$ cat src/rtl/pa_idu_ld_wb_buf.sv
// Load-writeback buffer feeding GPR write port 1; in-order FIFO that holds during warm-up.
// Optional same-cycle bypass when empty: define PA_IDU_LD_WB_BYPASS_EN.
module pa_idu_ld_wb_buf #(
    parameter int DEPTH  = 2,
    parameter int DATA_W = 32,
    parameter int IDX_W  = 5
) (
    input  logic                     forever_cpuclk,
    input  logic                     cpurst,
    input  logic                     lsu_idu_wb_vld,
    input  logic [IDX_W-1:0]         lsu_idu_wb_idx,
    input  logic [DATA_W-1:0]        lsu_idu_wb_data,
    output logic                     idu_lsu_wb_rdy,
    input  logic                     ifu_idu_warm_up,
    output logic [31:0]              reg_write_en1_x,
    output logic [31:0]              reg_write_en_gate1_x,
    output logic [31:0]              reg_fwd_en1_x,
    output logic [DATA_W-1:0]        write_data1,
    output logic                     ld_wb_empty,
    output logic [$clog2(DEPTH):0]   ld_wb_cnt
);

    localparam int PTR_W = $clog2(DEPTH);
    localparam int CNT_W = PTR_W + 1;

    logic [IDX_W-1:0]  idx_q  [DEPTH];
    logic [DATA_W-1:0] data_q [DEPTH];
    logic [DEPTH-1:0]  vld_q;

    logic [PTR_W-1:0]  wr_ptr_q;
    logic [PTR_W-1:0]  wr_ptr_d;
    logic [PTR_W-1:0]  rd_ptr_q;
    logic [PTR_W-1:0]  rd_ptr_d;
    logic [CNT_W-1:0]  cnt_q;
    logic [CNT_W-1:0]  cnt_d;

    logic              full;
    logic              empty;
    logic              push;
    logic              push_fifo;
    logic              pop;
    logic              byp;
    logic [IDX_W-1:0]  head_idx;
    logic [DATA_W-1:0] head_data;
    logic              head_vld;
    logic [31:0]       wr_en;
    logic [DATA_W-1:0] wr_data;

    // Bit 0 is never written: x0 is hard-wired zero.
    function automatic logic [31:0] idx2oh(input logic [IDX_W-1:0] idx);
        logic [31:0] oh;
        oh    = 32'd1 << idx;
        oh[0] = 1'b0;
        return oh;
    endfunction

    assign full      = (cnt_q == CNT_W'(DEPTH));
    assign empty     = (cnt_q == '0);
    assign head_idx  = idx_q[rd_ptr_q];
    assign head_data = data_q[rd_ptr_q];
    assign head_vld  = vld_q[rd_ptr_q];

    assign idu_lsu_wb_rdy = ~full;
    assign ld_wb_empty    = empty;
    assign ld_wb_cnt      = cnt_q;

    assign push = lsu_idu_wb_vld & ~full;
    assign pop  = ~empty & head_vld & ~ifu_idu_warm_up;

`ifdef PA_IDU_LD_WB_BYPASS_EN
    assign byp = empty & ~ifu_idu_warm_up & lsu_idu_wb_vld & ~cpurst;
`else
    assign byp = 1'b0;
`endif

    assign push_fifo = push & ~byp;

    always_comb begin
        wr_en   = '0;
        wr_data = '0;
        if (pop) begin
            wr_en   = idx2oh(head_idx);
            wr_data = head_data;
        end
`ifdef PA_IDU_LD_WB_BYPASS_EN
        else if (byp) begin
            wr_en   = idx2oh(lsu_idu_wb_idx);
            wr_data = lsu_idu_wb_data;
        end
`endif
    end

    assign reg_write_en1_x      = wr_en;
    assign reg_write_en_gate1_x = wr_en;
    assign reg_fwd_en1_x        = wr_en;
    assign write_data1          = wr_data;

    always_comb begin
        wr_ptr_d = wr_ptr_q;
        rd_ptr_d = rd_ptr_q;
        cnt_d    = cnt_q;
        if (push_fifo) begin
            wr_ptr_d = wr_ptr_q + PTR_W'(1);
        end
        if (pop) begin
            rd_ptr_d = rd_ptr_q + PTR_W'(1);
        end
        unique case ({push_fifo, pop})
            2'b10:   cnt_d = cnt_q + CNT_W'(1);
            2'b01:   cnt_d = cnt_q - CNT_W'(1);
            default: cnt_d = cnt_q;
        endcase
    end

    always_ff @(posedge forever_cpuclk or posedge cpurst) begin
        if (cpurst) begin
            wr_ptr_q <= '0;
            rd_ptr_q <= '0;
            cnt_q    <= '0;
        end else begin
            wr_ptr_q <= wr_ptr_d;
            rd_ptr_q <= rd_ptr_d;
            cnt_q    <= cnt_d;
        end
    end

    // Valid bits are set on enqueue and cleared on drain, so a mid-drain reset drops everything.
    always_ff @(posedge forever_cpuclk or posedge cpurst) begin
        if (cpurst) begin
            vld_q <= '0;
            for (int i = 0; i < DEPTH; i++) begin
                idx_q[i]  <= '0;
                data_q[i] <= '0;
            end
        end else begin
            if (pop) begin
                vld_q[rd_ptr_q] <= 1'b0;
            end
            if (push_fifo) begin
                vld_q[wr_ptr_q]  <= 1'b1;
                idx_q[wr_ptr_q]  <= lsu_idu_wb_idx;
                data_q[wr_ptr_q] <= lsu_idu_wb_data;
            end
        end
    end

endmodule
$ cat config.mk
export PLATFORM = sky130hd
export DESIGN_NAME = pa_idu_ld_wb_buf
export DESIGN_NICKNAME = d
export VERILOG_FILES = /design/src/rtl/pa_idu_ld_wb_buf.sv
export SDC_FILE = /design/constraint.sdc
export NUM_CORES = 1
export LEC_CHECK = 0
export CAP_MARGIN = 30
export CORE_AREA = 2 2 108 110
export DETAILED_ROUTE_END_ITERATION = 10
export DIE_AREA = 0 0 110 112
export PLACE_DENSITY = 0.79
export SETUP_SLACK_MARGIN = 0.5
export SLEW_MARGIN = 20
export SYNTH_ARGS = -nofsm -noshare
export SYNTH_HDL_FRONTEND = slang
export SYNTH_SLANG_ARGS = --single-unit
$ cat constraint.sdc
create_clock -name forever_cpuclk -period 2.54 [get_ports forever_cpuclk]
set_input_delay 0.381 -clock forever_cpuclk [delete_from_list [all_inputs] [get_ports forever_cpuclk]]
set_output_delay 0.381 -clock forever_cpuclk [all_outputs]
set_load 0.01 [all_outputs]
==> impl.org <==
** Run status
- Status :: finished, violations left
- Violated checks :: setup timing

** Die
- Initial Utilization :: 38.0%
- From left edge to right edge, the die measures 110 um.
- Area of the core :: 0.0112 mm^2
- In this run the core area contains 39 standard-cell rows.
- Vertical die dimension :: 112 um
- Total Die Area :: 0.0123 mm^2
- Number of ports placed on the die boundary :: 173

** Routing
- Vias after detailed routing :: 3776
- Total wire length after detailed routing :: 15000 um
- The detailed router finished its first iteration with 170 violations.
- The detail route stage leaves a number of antenna-violating nets equal to 0.
- For this run, design rule violations remaining after detail routing come to 0.
- Detail-routed via count per cell :: 5.24
- After detailed routing, the average wire length per cell comes to 20.8 um.
- The pre-antenna-repair detailed-routing pass consisted of 4 iterations.

** Final layout
- The post-route netlist has 56.6% of its cells at a drive strength greater than 1.
- Total inserted antenna cells :: 0
- In the final design database the tool counted 615 nets.
- The finished layout holds 721 standard cells, fillers aside.
- From synthesis to final layout, the design area changed by 78.0%.
- Fill count :: 747
- At the end of the flow the core is filled with cells to 67.7%.

** Pwr
- For this design the ratio of total power to cell area is 1280 mW/mm^2.
- Sequential group share of total power :: 25.0%
- The internal power of the cells totals 5900 uW.
- Share of power burned in combinational logic :: 60.5%
- IR analysis of the VDD net gives a maximum drop of 828 uV.
- Switching portion of total power :: 39.2%
- Summed over all nets, the switching power comes to 3810 uW.
- Power comes to 9710 uW.
- Per report_power, the clock group accounts for 14.5% of the total.
- Static leakage :: 0.00364 uW

** Global route
- Global routing consumed, on the met2 layer, 42.0% of the routing resources.
- Number of global-route vias before repair :: 3956
- Global routing consumed, on the met3 layer, 4.27% of the routing resources.
- Summed over all layers, the global routing overflow is 0.
- Largest net degree at the start of global routing :: 54
- The first global-routing pass estimated 21600 um of wire.
- Layer with the highest usage after global routing :: met2
- The number of antenna violations at the first check in global routing was 0.
- Global routing used 23.1% of the available tracks.
- Met1 usage in global routing :: 25.3%

** Timing
- Of the available clock period, the critical path in the final layout requires 103%.
- Highest attainable clock frequency :: 383 MHz
- The number of hold violations in the final report came to 0.
- Setup repair after global routing could not meet its margin everywhere.
- Number of failing setup endpoints in the final timing report :: 27
- Counting I/O delays and the setup requirement, the final critical path takes 2610 ps.
- The count of final max-slew check failures was 0.
- Skew final :: 9.14 ps
- Min setup slack post-route :: -68.0 ps
- Worst hold slack after final layout :: 328 ps

** Yosys
- The Yosys step of the flow raised 0 warnings.
- After synthesis, the cell types taking the most area are sky130_fd_sc_hd__dfrtp_1, sky130_fd_sc_hd__mux2_1, sky130_fd_sc_hd__buf_4.
- Mean instance size in the synthesized netlist :: 11.9 um^2
- Post-synthesis cell type count :: 31
- Fraction of post-synthesis cell area in the top cell type by area :: 47.1%
- In this run the cell area of the synthesized design comes to 0.00425 mm^2.
- Synthesis handed over a netlist of 358 instances.
- Flop and latch count out of synthesis :: 80
- Share of the yosys chip area belonging to registers :: 47.1%
- Cell taking the most area after synthesis :: sky130_fd_sc_hd__dfrtp_1

** Place
- Count of buffers from port buffering :: 169
- Placed wire-length estimate :: 7920 um
- In this run, placement finished with an instance count of 620.
- RePlAce Congestion :: 0.731

** Critical path
- For the worst setup path, the data required time is 2160 ps.
- STA classifies the critical path endpoint as an output pin.
- Maximum fanout along the worst path :: 7
- Type of the worst setup path :: reg -> out
- At the worst endpoint, the arrival time is 2230 ps.
- The worst setup path is launched from a flop.
- The worst register-to-register path has a setup slack of 540 ps.

** Clock network
- After clock tree synthesis, the clock-pin slew on the worst setup and hold paths is 60 ps.
- TritonCTS built the clock tree.
- Clock root cell :: sky130_fd_sc_hd__clkbuf_16
- Maximum level of the CTS H-tree :: 3
- In this run, CTS created clock tree buffers numbering 9.
- The clock passes through at most 2 buffers.
- Insertion delay of the later-clocked pin in the worst-skew pair :: 330 ps
- CTS Sinks :: 80

** Hold path
- Class of the most critical hold timing path :: in -> async

** Run
- Max_cap viols :: 0
-- power groups by stage --
| stage | Sequential [uW] | Clock, uW | Combinational [uW] |
|---|---|---|---|
| final | 2430 | 1410 | 5870 |
| after global routing | 2520 | 1500 | 6180 |
| after CTS | 2390 | 1440 | 5040 |
| after detailed placement | 2350 | 0 | 3370 |
| after global placement | 2290 | 0 | 3300 |
| after floorplan | 2280 | 0 | 2110 |
-- per-layer routing --
metal  vias up  share of wire (%)  routed length [um]
li1       1655                  -                   -
met1      1904                 37                5490
met2       174                 53                7950
met3        43                6.4                 953
met4         0                3.9                 579
met5         -                  0                   0
-- sequential cells by signal, indices dropped and copies added (netlist names) --
| register | flops |
|---|---|
| wr_ptr_q | 1 |
| vld_q | 2 |
| rd_ptr_q | 1 |
| ld_wb_cnt | 2 |
| idx_q | 10 |
| data_q | 64 |
-- repair_timing --
| action | 4_1_cts | 5_1_grt |
|---|---|---|
| pin swaps | 49 | 45 |
| gates resized for setup | 616 | 98 |
| buffers inserted | 63 | 18 |
| hold buffers | 0 | 0 |
| setup endpoints to repair | 125 | 153 |
| cloned | 4 | 0 |
-- final cells by class --
| cell class | instances | area (um^2) | share of cell area, % |
|---|---|---|---|
| clock inverters | 7 | 103 | 1.36 |
| flip-flops and latches | 80 | 2000 | 26.5 |
| clock buffers | 9 | 225 | 2.98 |
| multi-input cells | 185 | 2300 | 30.4 |
| well taps | 143 | 179 | 2.37 |
| inverters | 11 | 47.5 | 0.629 |
| repair buffers | 286 | 2710 | 35.8 |
-- cells by family after synthesis --
logic type | synth area share, %
and+or+nand+nor | 7.10
muxes | 20.6
adders and majority gates | 0.295
xor gates and xnor gates | 0.825
other | 0.0883
DFF | 47.1
AOI/OAI and AO/OA | 9.28
buffers and inverters | 14.6
-- path summary, 6_finish.rpt --
| path | startpoint | to | cells after the start |
|---|---|---|---|
| worst max-delay path | rd_ptr_q | reg_fwd_en1_x[2] | 6 |
| worst min-delay path | cpurst | data_q[31] | 2 |
| worst max register to register | rd_ptr_q | ld_wb_cnt[1] | 11 |
| worst min register to register | data_q[28] | data_q[28] | 1 |
| max in group asynchronous | cpurst | rd_ptr_q | 3 |
| min in group forever_cpuclk | data_q[28] | data_q[28] | 1 |
-- critical path, stage by stage, from the launching register on --
cell and delay [ps]:
sky130_fd_sc_hd__dfrtp_2 450, sky130_fd_sc_hd__buf_4 150, sky130_fd_sc_hd__mux2_4 300, sky130_fd_sc_hd__or4b_4 490
sky130_fd_sc_hd__buf_8 170, sky130_fd_sc_hd__nor3_4 160, sky130_fd_sc_hd__buf_2 170
-- synth_stat cells --
| master | count |
|---|---|
| sky130_fd_sc_hd__nor2b_1 | 2 |
| sky130_fd_sc_hd__or4b_1 | 2 |
| sky130_fd_sc_hd__mux2_1 | 74 |
| sky130_fd_sc_hd__a22oi_1 | 1 |
| sky130_fd_sc_hd__xnor2_1 | 3 |
| sky130_fd_sc_hd__xor2_1 | 1 |
| sky130_fd_sc_hd__inv_1 | 10 |
| sky130_fd_sc_hd__nor2_1 | 7 |
| sky130_fd_sc_hd__a32oi_1 | 8 |
| sky130_fd_sc_hd__a22o_1 | 32 |
| sky130_fd_sc_hd__o21bai_1 | 1 |
| sky130_fd_sc_hd__ha_1 | 1 |
| sky130_fd_sc_hd__inv_2 | 1 |
| sky130_fd_sc_hd__nand3b_1 | 1 |
| sky130_fd_sc_hd__nor3_2 | 5 |
| sky130_fd_sc_hd__buf_4 | 65 |
| sky130_fd_sc_hd__nor3_1 | 22 |
| sky130_fd_sc_hd__nand2_1 | 3 |
| sky130_fd_sc_hd__o21ai_1 | 2 |
| sky130_fd_sc_hd__a2bb2oi_1 | 1 |
| sky130_fd_sc_hd__nand2b_1 | 1 |
| sky130_fd_sc_hd__conb_1 | 1 |
| sky130_fd_sc_hd__nand3_1 | 4 |
| sky130_fd_sc_hd__o21ba_2 | 1 |
| sky130_fd_sc_hd__clkbuf_1 | 2 |
| sky130_fd_sc_hd__dfrtp_1 | 80 |
| sky130_fd_sc_hd__mux2_2 | 3 |
| sky130_fd_sc_hd__and3_1 | 2 |
| sky130_fd_sc_hd__buf_2 | 17 |
| sky130_fd_sc_hd__mux2i_1 | 1 |
| sky130_fd_sc_hd__nor4_1 | 4 |
-- cells in the final DEF, fill, tap and decap left out, types with 2 or more instances in the layout --
cell / instances
sky130_fd_sc_hd__nor2_1: 2
sky130_fd_sc_hd__conb_1: 3
sky130_fd_sc_hd__mux2_4: 3
sky130_fd_sc_hd__buf_16: 4
sky130_fd_sc_hd__buf_12: 14
sky130_fd_sc_hd__xnor2_1: 2
sky130_fd_sc_hd__buf_6: 99
sky130_fd_sc_hd__inv_1: 8
sky130_fd_sc_hd__nor3_2: 2
sky130_fd_sc_hd__nor4_4: 4
sky130_fd_sc_hd__mux2_1: 74
sky130_fd_sc_hd__dfrtp_1: 79
sky130_fd_sc_hd__a32oi_4: 7
sky130_fd_sc_hd__buf_4: 37
sky130_fd_sc_hd__clkdlybuf4s50_1: 42
sky130_fd_sc_hd__nor2b_4: 2
sky130_fd_sc_hd__buf_2: 84
sky130_fd_sc_hd__buf_8: 4
sky130_fd_sc_hd__and3_4: 2
sky130_fd_sc_hd__nor3_4: 25
sky130_fd_sc_hd__nand3_4: 3
sky130_fd_sc_hd__nor2_4: 5
sky130_fd_sc_hd__or4b_4: 2
sky130_fd_sc_hd__inv_6: 2
sky130_fd_sc_hd__bufinv_16: 2
sky130_fd_sc_hd__clkbuf_16: 9
sky130_fd_sc_hd__a22o_1: 32
sky130_fd_sc_hd__o21ai_1: 2
-- through the flow --
step	TNS [ps]	instance area, um^2	setup slack (ps)
final	-1100	7560	-68.0
after global routing	-3430	7560	-124
after CTS	-1290	7170	-66.8
after detailed placement	-22950	6010	-334
after global placement	-23100	6010	-358
after floorplan	0	4440	319
Power figures use the tool's default switching activity.
